--- src/rtl/frame_bank_ctrl_pkg.sv ---
// frame_bank_ctrl_pkg
// Shared constants for the camera frame-buffer path and the state encoding
// of the ping-pong bank scheduler.
//   c_img_cols, c_img_rows : captured image geometry (80x60)
//   c_img_pxls             : words per bank
//   c_nb_img_pxls          : bits of per-bank pixel address
//   c_nb_buf               : bits of full buffer address (two banks)
//   fsm_state_t            : scheduler states
package frame_bank_ctrl_pkg;

    localparam int c_img_cols    = 80;
    localparam int c_img_rows    = 60;
    localparam int c_img_pxls    = c_img_cols * c_img_rows;
    localparam int c_nb_img_pxls = $clog2(c_img_pxls);
    localparam int c_nb_buf      = c_nb_img_pxls + 1;

    typedef enum logic [1:0] {
        ST_WAIT_SOF = 2'd0,
        ST_CAPTURE  = 2'd1,
        ST_HOLD     = 2'd2
    } fsm_state_t;

endpackage

--- src/rtl/frame_bank_ctrl.sv ---
// frame_bank_ctrl
// Ping-pong scheduler for the two-bank camera frame buffer. Capture writes
// wr_bank while the display reads rd_bank; banks swap only at a display
// frame boundary, and captured frames arriving while a completed frame is
// still waiting are dropped whole.
//
// state       | meaning
// ------------+--------------------------------------------------------
// WAIT_SOF    | idle, waiting for a capture start-of-frame; no writes
// CAPTURE     | capture pixels are written into wr_bank
// HOLD        | wr_bank holds a completed frame, waiting for a display swap
//
// Ports
//   clk, rst          : clock, synchronous active-high reset
//   cap_frame_start   : capture start-of-frame pulse
//   cap_frame_done    : capture last-pixel pulse
//   cap_we/addr/data  : capture pixel write
//   disp_frame_done   : end of visible display frame pulse
//   disp_addr         : display read address
//   freeze            : inhibit swaps
//   mem_we/waddr/wdata: registered write port to frame_buffer
//   mem_raddr         : combinational read address to frame_buffer
//   wr_bank, rd_bank  : current bank owners (always complementary)
//   frame_ready       : completed frame waiting for a swap
//   drop_cnt          : dropped frames, saturating
//   done_cnt          : completed frames, wrapping
module frame_bank_ctrl
    import frame_bank_ctrl_pkg::*;
#(
    parameter int c_nb_addr = c_nb_img_pxls,
    parameter int c_nb_data = 12,
    parameter int c_nb_cnt  = 8
) (
    input  logic                 clk,
    input  logic                 rst,
    input  logic                 cap_frame_start,
    input  logic                 cap_frame_done,
    input  logic                 cap_we,
    input  logic [c_nb_addr-1:0] cap_addr,
    input  logic [c_nb_data-1:0] cap_data,
    input  logic                 disp_frame_done,
    input  logic [c_nb_addr-1:0] disp_addr,
    input  logic                 freeze,
    output logic                 mem_we,
    output logic [c_nb_addr:0]   mem_waddr,
    output logic [c_nb_data-1:0] mem_wdata,
    output logic [c_nb_addr:0]   mem_raddr,
    output logic                 wr_bank,
    output logic                 rd_bank,
    output logic                 frame_ready,
    output logic [c_nb_cnt-1:0]  drop_cnt,
    output logic [c_nb_cnt-1:0]  done_cnt
);

    fsm_state_t state;
    fsm_state_t state_nxt;
    logic       swap;
    logic       done_inc;
    logic       drop_inc;

    always_ff @(posedge clk) begin
        if (rst) begin
            state <= ST_WAIT_SOF;
        end else begin
            state <= state_nxt;
        end
    end

    // In CAPTURE a new start-of-frame outranks done: a truncated frame just
    // restarts in place. In HOLD a start that coincides with an allowed swap
    // is the first frame of the fresh bank, so it is not counted as dropped.
    always_comb begin
        state_nxt = state;
        swap      = 1'b0;
        done_inc  = 1'b0;
        drop_inc  = 1'b0;
        case (state)
            ST_WAIT_SOF: begin
                if (cap_frame_start) begin
                    state_nxt = ST_CAPTURE;
                end
            end
            ST_CAPTURE: begin
                if (cap_frame_start) begin
                    state_nxt = ST_CAPTURE;
                end else if (cap_frame_done) begin
                    done_inc = 1'b1;
                    if (disp_frame_done && !freeze) begin
                        swap      = 1'b1;
                        state_nxt = ST_WAIT_SOF;
                    end else begin
                        state_nxt = ST_HOLD;
                    end
                end
            end
            ST_HOLD: begin
                if (disp_frame_done && !freeze) begin
                    swap      = 1'b1;
                    state_nxt = cap_frame_start ? ST_CAPTURE : ST_WAIT_SOF;
                end else if (cap_frame_start) begin
                    drop_inc = 1'b1;
                end
            end
            default: begin
                state_nxt = ST_WAIT_SOF;
            end
        endcase
    end

    always_ff @(posedge clk) begin
        if (rst) begin
            wr_bank <= 1'b0;
        end else if (swap) begin
            wr_bank <= ~wr_bank;
        end
    end

    // Derived rather than stored so the two banks can never alias.
    assign rd_bank     = ~wr_bank;
    assign frame_ready = (state == ST_HOLD);
    assign mem_raddr   = {rd_bank, disp_addr};

    always_ff @(posedge clk) begin
        if (rst) begin
            mem_we    <= 1'b0;
            mem_waddr <= '0;
            mem_wdata <= '0;
        end else begin
            mem_we    <= cap_we && (state == ST_CAPTURE);
            mem_waddr <= {wr_bank, cap_addr};
            mem_wdata <= cap_data;
        end
    end

    always_ff @(posedge clk) begin
        if (rst) begin
            done_cnt <= '0;
            drop_cnt <= '0;
        end else begin
            if (done_inc) begin
                done_cnt <= done_cnt + 1'b1;
            end
            if (drop_inc && (drop_cnt != {c_nb_cnt{1'b1}})) begin
                drop_cnt <= drop_cnt + 1'b1;
            end
        end
    end

endmodule

--- config.mk ---
export PLATFORM = sky130hd
export DESIGN_NAME = frame_bank_ctrl
export DESIGN_NICKNAME = d
export VERILOG_FILES = /design/src/rtl/frame_bank_ctrl_pkg.sv /design/src/rtl/frame_bank_ctrl.sv
export SDC_FILE = /design/constraint.sdc
export NUM_CORES = 1
export LEC_CHECK = 0
export CAP_MARGIN = 20
export CORE_UTILIZATION = 35
export DETAILED_ROUTE_END_ITERATION = 10
export DONT_BUFFER_PORTS = 1
export GPL_ROUTABILITY_DRIVEN = 0
export HOLD_SLACK_MARGIN = 0.03
export PLACE_DENSITY_LB_ADDON = 0.1
export SYNTH_ARGS = -nofsm -noshare
export SYNTH_HDL_FRONTEND = slang
export SYNTH_SLANG_ARGS = --single-unit
--- constraint.sdc ---
create_clock -name clk -period 2.55 [get_ports clk]
set_clock_uncertainty 0.2 [all_clocks]
set_input_delay 0.51 -clock clk [delete_from_list [all_inputs] [get_ports clk]]
set_output_delay 0.51 -clock clk [all_outputs]
set_load 0.01 [all_outputs]
==> qor.yml, run 1 <==
layout:
  final_area_sq_um: 1870
  area_growth_pct: 1.98
  antenna_cells: 0
  final_nets: 224
  utilization: 0.383
  drive_gt1_frac: 0.0690
  fin_cells: 241
hold_path:
  worstHoldPathType: "primary input to flip-flop"
clock_tree:
  cts_resized: 0
  tritoncts: "built"
  ctsRootBufferMaster: "clkbuf_8"
  clock-sinks: 46
  cts_buffers: 5
  clk_path_buf_depth: 2
  clk_latency_ns: 0.29
  post_cts_buffers: 0
  hold_buffers: 0
  path_clk_slew_ns: 0.08
  cts_htree_levels: 2
floorplan:
  chipWidth_um: 74.4
  initial_core_util: 0.376
  coreArea_sq_um: 4880
  rows: 25
  io_pins: 105
  die_h_um: 74.4
  dieArea_sq_um: 5530
synth:
  syn-cell-area_sq_um: 1830
  syn_nets: 239
  syn_area_per_cell_sq_um: 9.75
  yosys_warnings: 0
  netlist_instances: 188
  yosysSeqAreaShare: 0.502
  synth_cell_type_count: 35
  synth_seq_cells: 46
setup_path:
  crit_arrival_ns: 2.10
  critPathRequiredTime_ns: 2.54
  critPathMaxFanout: 12
  worstPathCellList: "inv_1, ha_1, nand3_1, nor4_1, mux2_1"
  slowest_stage: "nand3_1"
  crit_path_start_kind: "flip-flop"
  end_kind: "flip-flop"
  crit_type: "flip-flop to flip-flop"
  cp_slowest_stage_delay_ns: 0.37
place:
  hpwl_um: 2410
  dp_cells: 233
  port_buffers: 0
  placed_cell_area_sq_um: 1770
global_route:
  grt_usage: 0.128
  overflow: 0
  grt_pass1_vias: 1161
  grt_antenna_before_repair: 0
  grt_max_degree: 49
  grt_pass1_wl_um: 5260
sta:
  post-route-period-util: 0.828
  hold_viol_final: 0
  setup_tns_ns: 0
  slew_violations: 0
  worstMarginPinSlew_ns: 0.493
  fmax_mhz: 474
  setup-violations-final: 0
  rsz0062_at_grt: "no"
  slew_headroom: 0.668
  period_needed_ns: 2.11
run:
  cap_violations: 0
detailed_routing:
  vias_per_cell: 5.00
  wl_per_cell_um: 13.9
  drt_iter0_drc: 59
  dr.pass1.iters: 4
  drc: 0
  ant_nets: 0
  vias: 1205
  routed_wl_um: 3360
outcome:
  status: "completed"
pwr:
  ir_worst_vdd_mv: 0.317
  leakage_nw: 0.689
  total_power_mw: 1.28
  p_per_area_nw_per_um2: 686
flip-flops by register name, summed over array words and instances, names as in the netlist:
signal and count:
mem_waddr 14, mem_wdata 12, done_cnt 8, drop_cnt 8
state 2, mem_we 1, wr_bank 1
cells by family (layout without fill, tap and decap cells):
group,Yosys count,after routing,synth area share
simple gates,77,77,0.248
flops,46,46,0.502
buf+inv,28,14,0.0901
compound gates,22,22,0.0730
xor+xnor,7,7,0.0334
fa+ha+maj,6,6,0.0410
mux,2,2,0.0123
final cells by class:
cell class              instances  area [sq um]
multi-input cells             114           747
flip-flops and latches         46           921
inverters                       6          22.5
clock buffers                   6          82.6
fillers                       510          3010
clock inverters                 2          12.5
well taps                      67          83.8
power breakdown:
group          internal (mW)  switching [mW]
Combinational         0.0292          0.0276
Sequential             0.745          0.0261
Clock                  0.218           0.236
Total                  0.992           0.289
Yosys cell counts:
master / number / area (sq um)
a211oi_1: 1 / 7.51
nand3b_1: 2 / 15.0
or4_1: 3 / 22.5
nor3_1: 2 / 10.0
and3b_1: 1 / 8.76
mux2_1: 2 / 22.5
nor2b_1: 29 / 181
nand4_2: 1 / 12.5
xor2_1: 3 / 26.3
xnor2_1: 4 / 35.0
or3_1: 2 / 12.5
nand2b_4: 1 / 13.8
dfxtp_1: 46 / 921
nand2_1: 7 / 26.3
buf_4: 14 / 105
nor2_1: 11 / 41.3
or3b_1: 1 / 8.76
o21ai_0: 6 / 30.0
o311ai_0: 1 / 8.76
o31ai_1: 2 / 15.0
a2111o_1: 1 / 11.3
a21oi_1: 9 / 45.0
ha_1: 6 / 75.1
buf_6: 1 / 11.3
nor4_1: 3 / 18.8
and3_1: 2 / 12.5
and2_4: 1 / 8.76
nand3_1: 6 / 30.0
o211ai_1: 1 / 7.51
nor2_2: 1 / 6.26
inv_1: 6 / 22.5
o41ai_1: 1 / 8.76
clkbuf_1: 7 / 26.3
nand4_1: 3 / 18.8
nand2b_1: 1 / 6.26
metal layers:
metal  track usage  share of wire  vias up  wire length (um)
met3        0.0637           0.12       15               387
met1         0.142           0.41      543              1370
li1              -              -      581                 -
met4        0.0797          0.028        0                93
met2         0.196           0.45       66              1510
met5             0              0        -                 0
worst max-delay path: cells and delay by family, from the launching register on:
family | cells | cell delay [ns]
simple gates | 2 | 0.71
buf+inv | 1 | 0.09
mux | 1 | 0.35
flops | 1 | 0.34
fa+ha+maj | 1 | 0.31
final timing paths:
kind,from,end,slack (ns),cells past startpoint
hold / removal,rst,drop_cnt[1],0.07,1
setup reg to reg,state[0],drop_cnt[5],0.44,5
hold reg to reg,state[1],state[1],0.32,2
setup / recovery,state[0],drop_cnt[5],0.44,5
cell usage in the layout (no fill, tap or decap), drive strengths merged:
| cell | n |
|---|---|
| and3b | 1 |
| a211oi | 1 |
| clkinv | 1 |
| o41ai | 1 |
| o311ai | 1 |
| o21ai | 6 |
| nand4 | 4 |
| or4 | 3 |
| nand2 | 7 |
| nor3 | 2 |
| nand3 | 6 |
| nand3b | 2 |
| or3b | 1 |
| nor2b | 29 |
| xor2 | 3 |
| or3 | 2 |
| clkbuf | 6 |
| and2 | 1 |
| nor2 | 12 |
| nand2b | 2 |
| a21oi | 9 |
| dfxtp | 46 |
| xnor2 | 4 |
| clkinvlp | 1 |
| o211ai | 1 |
| inv | 6 |
| o31ai | 2 |
| a2111o | 1 |
| and3 | 2 |
| nor4 | 3 |
| ha | 6 |
| mux2 | 2 |
per-stage QoR:
| step | worst slack [ns] | hold slack [ns] |
|---|---|---|
| after CTS | 0.459 | 0.0580 |
| final | 0.439 | 0.0735 |
| after global routing | 0.287 | 0.0527 |
| after detailed placement | 0.464 | 0.306 |
| after global placement | 0.582 | 0.290 |
| after floorplan | 0.745 | 0.283 |
(Power assumes the default switching activity.)
==> run 2, diff against run 1 <==
Clock period 2.55 ns to 1.85 ns, I/O delays scaled along.
==> run 2 against run 1 <==
  * Utilization increased by 8.4 points
  * Die area unchanged
  * Cell area increased by 22%
  * Sequential cell count unchanged
  * Critical path depth increased by 1
  * Highest routed layer unchanged
==> qor.yml, run 2 (same netlist as run 1, synthesis figures left out) <==
outcome:
  status: "completed"  # unchanged
clock_tree:
  clock-sinks: 46  # unchanged
  post_cts_buffers: 0  # unchanged
  ctsRootBufferMaster: "clkbuf_8"  # unchanged
  clk_latency_ns: 0.29  # about the same
  path_clk_slew_ns: 0.08  # about the same
  tritoncts: "built"  # unchanged
  cts_buffers: 5  # unchanged
  cts_htree_levels: 2  # unchanged
  clk_path_buf_depth: 2  # unchanged
sta:
  worstMarginPinSlew_ns: 0.371  # was 0.493 ns
  period_needed_ns: 1.82  # was 2.11 ns
  hold_viol_final: 0  # unchanged
  post-route-period-util: 0.981  # was 0.828
  slew_headroom: 0.751  # was 0.668
  fin_ws_ns: 0.0346  # was 0.439 ns
  fmax_mhz: 551  # was 474 MHz
  slew_violations: 0  # unchanged
  setup-violations-final: 0  # unchanged
layout:
  antenna_cells: 0  # unchanged
  reg_top3: "mem_waddr (14), mem_wdata (12)"  # unchanged
  drive_gt1_frac: 0.129  # was 0.0690
  utilization: 0.467  # was 0.383
  regMostFlops: "mem_waddr"  # unchanged
  mostFrequentLayoutCell: "dfxtp_1"  # unchanged
  area_growth_pct: 24.4  # was 1.98%
  fin_cells: 276  # was 241
  final_nets: 259  # was 224
  largest_reg_flops: 14  # unchanged
  final_cell_mix: "dfxtp_1 (44), nor2b_1 (29), dlygate4sd3_1 (26)"  # was dfxtp_1 (46), nor2b_1 (29), nor2_1 (11)
floorplan:
  initial_core_util: 0.376  # unchanged
  die_h_um: 74.4  # unchanged
  dieArea_sq_um: 5530  # unchanged
  rows: 25  # unchanged
  io_pins: 105  # unchanged
  chipWidth_um: 74.4  # unchanged
  coreArea_sq_um: 4880  # unchanged
setup_path:
  path_delay_family: "simple AND/OR/NAND/NOR gates"  # unchanged
  worstSetupStartpoint: "state[0]"  # unchanged
  crit_arrival_ns: 1.83  # was 2.10 ns
  critPathMaxFanout: 5  # was 12
  worst-path-buf-inv: 2  # was 1
  cp.depth: 6  # was 5
  critPathRequiredTime_ns: 1.87  # was 2.54 ns
  endpoint: "state[1]"  # was drop_cnt[5]
  reg2reg_slack_ns: 0.03  # was 0.44 ns
  worstPathCellList: "inv_1, ha_2, buf_4, and2_4, or4_1, a21oi_1"  # was inv_1, ha_1, nand3_1, nor4_1, mux2_1
  rr_worst_depth: 6  # was 5
  r2r-end: "state[1]"  # was drop_cnt[5]
  cp_slowest_stage_delay_ns: 0.50  # was 0.37 ns
  slowest_stage: "or4_1"  # was nand3_1
  crit_type: "flip-flop to flip-flop"  # unchanged
  crit_path_start_kind: "flip-flop"  # unchanged
  r2r-start: "state[0]"  # unchanged
  end_kind: "flip-flop"  # unchanged
detailed_routing:
  dr.pass1.iters: 4  # unchanged
  vias_per_cell: 4.94  # was 5.00
  drt_iter0_drc: 70  # was 59
  routed_wl_um: 3880  # was 3360 um
  wl_per_cell_um: 14.1  # was 13.9 um
  vias: 1363  # was 1205
  ant_nets: 0  # unchanged
  drc: 0  # unchanged
global_route:
  grt_usage: 0.142  # was 0.128
  overflow: 0  # unchanged
  grt_pass1_wl_um: 5870  # was 5260 um
  grt_pass1_vias: 1327  # was 1161
  grt_max_degree: 44  # was 49
  grt_antenna_before_repair: 0  # unchanged
pwr:
  p_per_area_nw_per_um2: 925  # was 686 nW/um^2
  total_power_mw: 2.11  # was 1.28 mW
  ir_worst_vdd_mv: 0.399  # was 0.317 mV
  leakage_nw: 0.873  # was 0.689 nW
run:
  cap_violations: 0  # unchanged
hold_path:
  worstHoldPathType: "primary input to flip-flop"  # unchanged
place:
  place_worst_setup_slack_ns: 0.0569  # was 0.464 ns
  port_buffers: 0  # unchanged
  dp_cells: 241  # was 233
  hpwl_um: 2460  # was 2410 um
## run 2: timing repair
| action | CTS | global route |
|---|---|---|
| hold endpoints to repair | 44 | 0 |
| hold buffers | 27 | 0 |
| setup endpoints to repair | 0 | 6 |
| gates resized for setup | 0 | 7 |
## run 2: cell type report
cell class | count | area [sq um]
Clock buffer | 6 | 82.6
Clock inverter | 2 | 60.1
Fill cell | 471 | 2600
Inverter | 6 | 22.5
Multi-Input combinational cell | 114 | 768
Sequential cell | 46 | 923
Tap cell | 67 | 83.8
Timing Repair Buffer | 35 | 340
## run 2: metrics by stage
step,TNS (ns),hold slack (ns),instance area [sq um]
final,0,0.0850,2280
after global routing,-0.0100,0.0878,2280
after CTS,0,0.0728,2260
after detailed placement,0,0.245,1830
after global placement,0,0.244,1830
after floorplan,0,0.283,1830
## run 2: how the worst min path moves through the flow
stage	startpoint	cells after the start	slack, ns	end
2_1_floorplan	state[1]	2	0.28	state[1]
3_3_place_gp	rst	1	0.24	mem_waddr[13]
3_5_place_dp	rst	1	0.25	mem_waddr[13]
4_1_cts	rst	2	0.07	mem_we
5_1_grt	rst	2	0.09	drop_cnt[7]
6_report	rst	2	0.08	mem_we
## run 2: metal layers
| metal | vias to the layer above | wire [um] | GRT usage | part of all wire |
|---|---|---|---|---|
| li1 | 653 | - | - | - |
| met1 | 624 | 1530 | 0.151 | 0.39 |
| met2 | 72 | 1900 | 0.240 | 0.49 |
| met3 | 14 | 361 | 0.0610 | 0.093 |
| met4 | 0 | 87 | 0.0713 | 0.022 |
| met5 | - | 0 | 0 | 0 |
## run 2: where the power goes
group / internal, mW / leakage [nW] / total, mW / switching, mW
registers: 1.03 / 0.379 / 1.06 / 0.0333
clock network: 0.576 / 0.0714 / 0.895 / 0.320
logic: 0.0874 / 0.423 / 0.153 / 0.0659
==> RTL change, RTL diff (settings of run 1) <==
Take the reset off `mem_wdata` and load it in a clocked block of its own.
--- a/src/rtl/frame_bank_ctrl.sv
+++ b/src/rtl/frame_bank_ctrl.sv
@@ -124,12 +124,14 @@
         if (rst) begin
             mem_we    <= 1'b0;
             mem_waddr <= '0;
-            mem_wdata <= '0;
         end else begin
             mem_we    <= cap_we && (state == ST_CAPTURE);
             mem_waddr <= {wr_bank, cap_addr};
-            mem_wdata <= cap_data;
         end
+    end
+
+    always_ff @(posedge clk) begin
+        mem_wdata <= cap_data;
     end
 
     always_ff @(posedge clk) begin
Behaviour: not the same (a bounded check fails within 4 cycles, from zero or initial values and one cycle with rst high).
==> RTL change against run 1 <==
Sequential share of layout area shrank 1.7 points. Total power rose by 6.9%. Worst hold slack improved by 4.8 ps. Sequential cell count did not move. Final cell count up 0.41%. Cell area grew 3.5%. Worst setup slack gained 22 ps. Synthesized area down 4.3%. Critical endpoint is now drop_cnt[7]. Largest cell class unchanged. Wire length up 1.8%.
==> RTL change: results (changes against run 1) <==
| Metric | Value |
|---|---|
| Mean Syn Cell Area | 10.0 um^2 (+2.8%) |
| Lkg Pwr | 0.725 nW (+5.3%) |
| First-pass GRT wire length | 5.14 mm (-2.4%) |
| Clock slew at the register clock pins of the worst setup and hold paths | 90 ps |
| Post-synth top cells | dfxtp_1 (46), nor2b_1 (17), buf_4 (14) |
| Slowest CP cell | dfxtp_1 |
| Outcome | finished clean |
| H-tree Lvls | 2 (unchanged) |
| Post-synthesis compound-gate area fraction | 0.0763 (+0.00328) |
| Routed WL | 3.42 mm (+1.8%) |
| Met2 WL | 1.74 mm (+15%) |
| Crit path arrival time | 2080 ps (-20 ps) |
| Cells after DPL | 221 (-5.2%) |
| Layout filler cell count | 468 (-8.2%) |
| Post-synthesis sequential area ratio | 0.525 (+0.0226) |
| Largest net degree at the start of global routing | 37 (-24%) |
| DR iter-0 viols | 26 (-56%) |
| DR vias/cell | 4.90 (-2.1%) |
| HPWL after detailed placement | 2.38 mm (-0.91%) |
| Total track usage | 0.131 (+0.00270) |
| Ys async rst share | 0 (unchanged) |
| Metal-1 WL | 1.29 mm (-6.0%) |
| Largest stage delay, worst path | 350 ps (-20 ps) |
| Final cell count without fillers | 242 (+0.41%) |
| Met3 WL | 315 um (-19%) |
| Vias in the first global route | 1,120 (-3.5%) |
| Root Buffer | clkbuf_8 |
| Top sig layer | met4 |
| Synth area leaders | dfxtp_1 (52%), nor2b_1 (6.1%), buf_4 (6.0%) |
| Mux share of post-synthesis cell area | 0.0128 (+0.000552) |
| Syn Nets | 226 (-5.4%) |
| Synth Area in Adders | 0.0428 (+0.00184) |
| Peak supply drop | 0.199 mV (-37%) |
| Max_slew headroom | 0.746 (+0.0775) |
| Initial antenna violation count | 1 (+1) |
| Synth Area in XOR/XNOR | 0.0350 (+0.00150) |
| DP Worst Slack | 485 ps (+21.2 ps) |
| Post-DP Area | 1700 um^2 (-4.2%) |
| Drt first pass iters | 4 (unchanged) |
| Yosys Warn Count | 0 (unchanged) |
RTL change: cell families after synthesis:
| group | count (synthesis) |
|---|---|
| compound gates | 22 |
| buf+inv | 27 |
| simple gates | 65 |
| mux | 2 |
| fa+ha+maj | 6 |
| xor+xnor | 7 |
| flops | 46 |
RTL change: path summary, 6_finish.rpt:
| check | startpoint | to | slack [ps] |
|---|---|---|---|
| min | rst | mem_waddr[1] | 80 |
| max | state[0] | drop_cnt[7] | 460 |
| min reg2reg | state[1] | state[1] | 340 |
| max reg2reg | state[0] | drop_cnt[7] | 460 |
RTL change: critical path: cells and delay by family (launching register included):
family	cells	cell delay [ps]
buffers and inverters	1	90
AND/OR/NAND/NOR	2	680
adder cells (fa/ha/maj)	1	310
flip-flops	1	350
multiplexers	1	350
RTL change: layout make-up:
cell class | count | area (um^2) | area share
Timing Repair Buffer | 12 | 120 | 0.0621
Sequential cell | 46 | 921 | 0.476
Tap cell | 67 | 83.8 | 0.0433
Clock buffer | 5 | 68.8 | 0.0356
Antenna cell | 1 | 2.50 | 0.00129
Inverter | 6 | 22.5 | 0.0116
Multi-Input combinational cell | 102 | 672 | 0.347
Clock inverter | 3 | 43.8 | 0.0226
RTL change: report_power, final:
group	leakage [nW]	switching, mW	internal (mW)
clock	0.0585	0.240	0.294
sequential	0.379	0.0259	0.745
combinational	0.288	0.0284	0.0364
total	0.725	0.295	1.08
RTL change: per-layer routing:
metal | global-route usage | up-vias
met4 | 0.0784 | 0
met2 | 0.223 | 56
met3 | 0.0746 | 14
met5 | 0 | -
met1 | 0.121 | 543
li1 | - | 572
RTL change: what timing repair did:
item	in CTS	in global routing
hold endpoints to repair	12	0
setup buffers	0	0
hold buffers	12	0
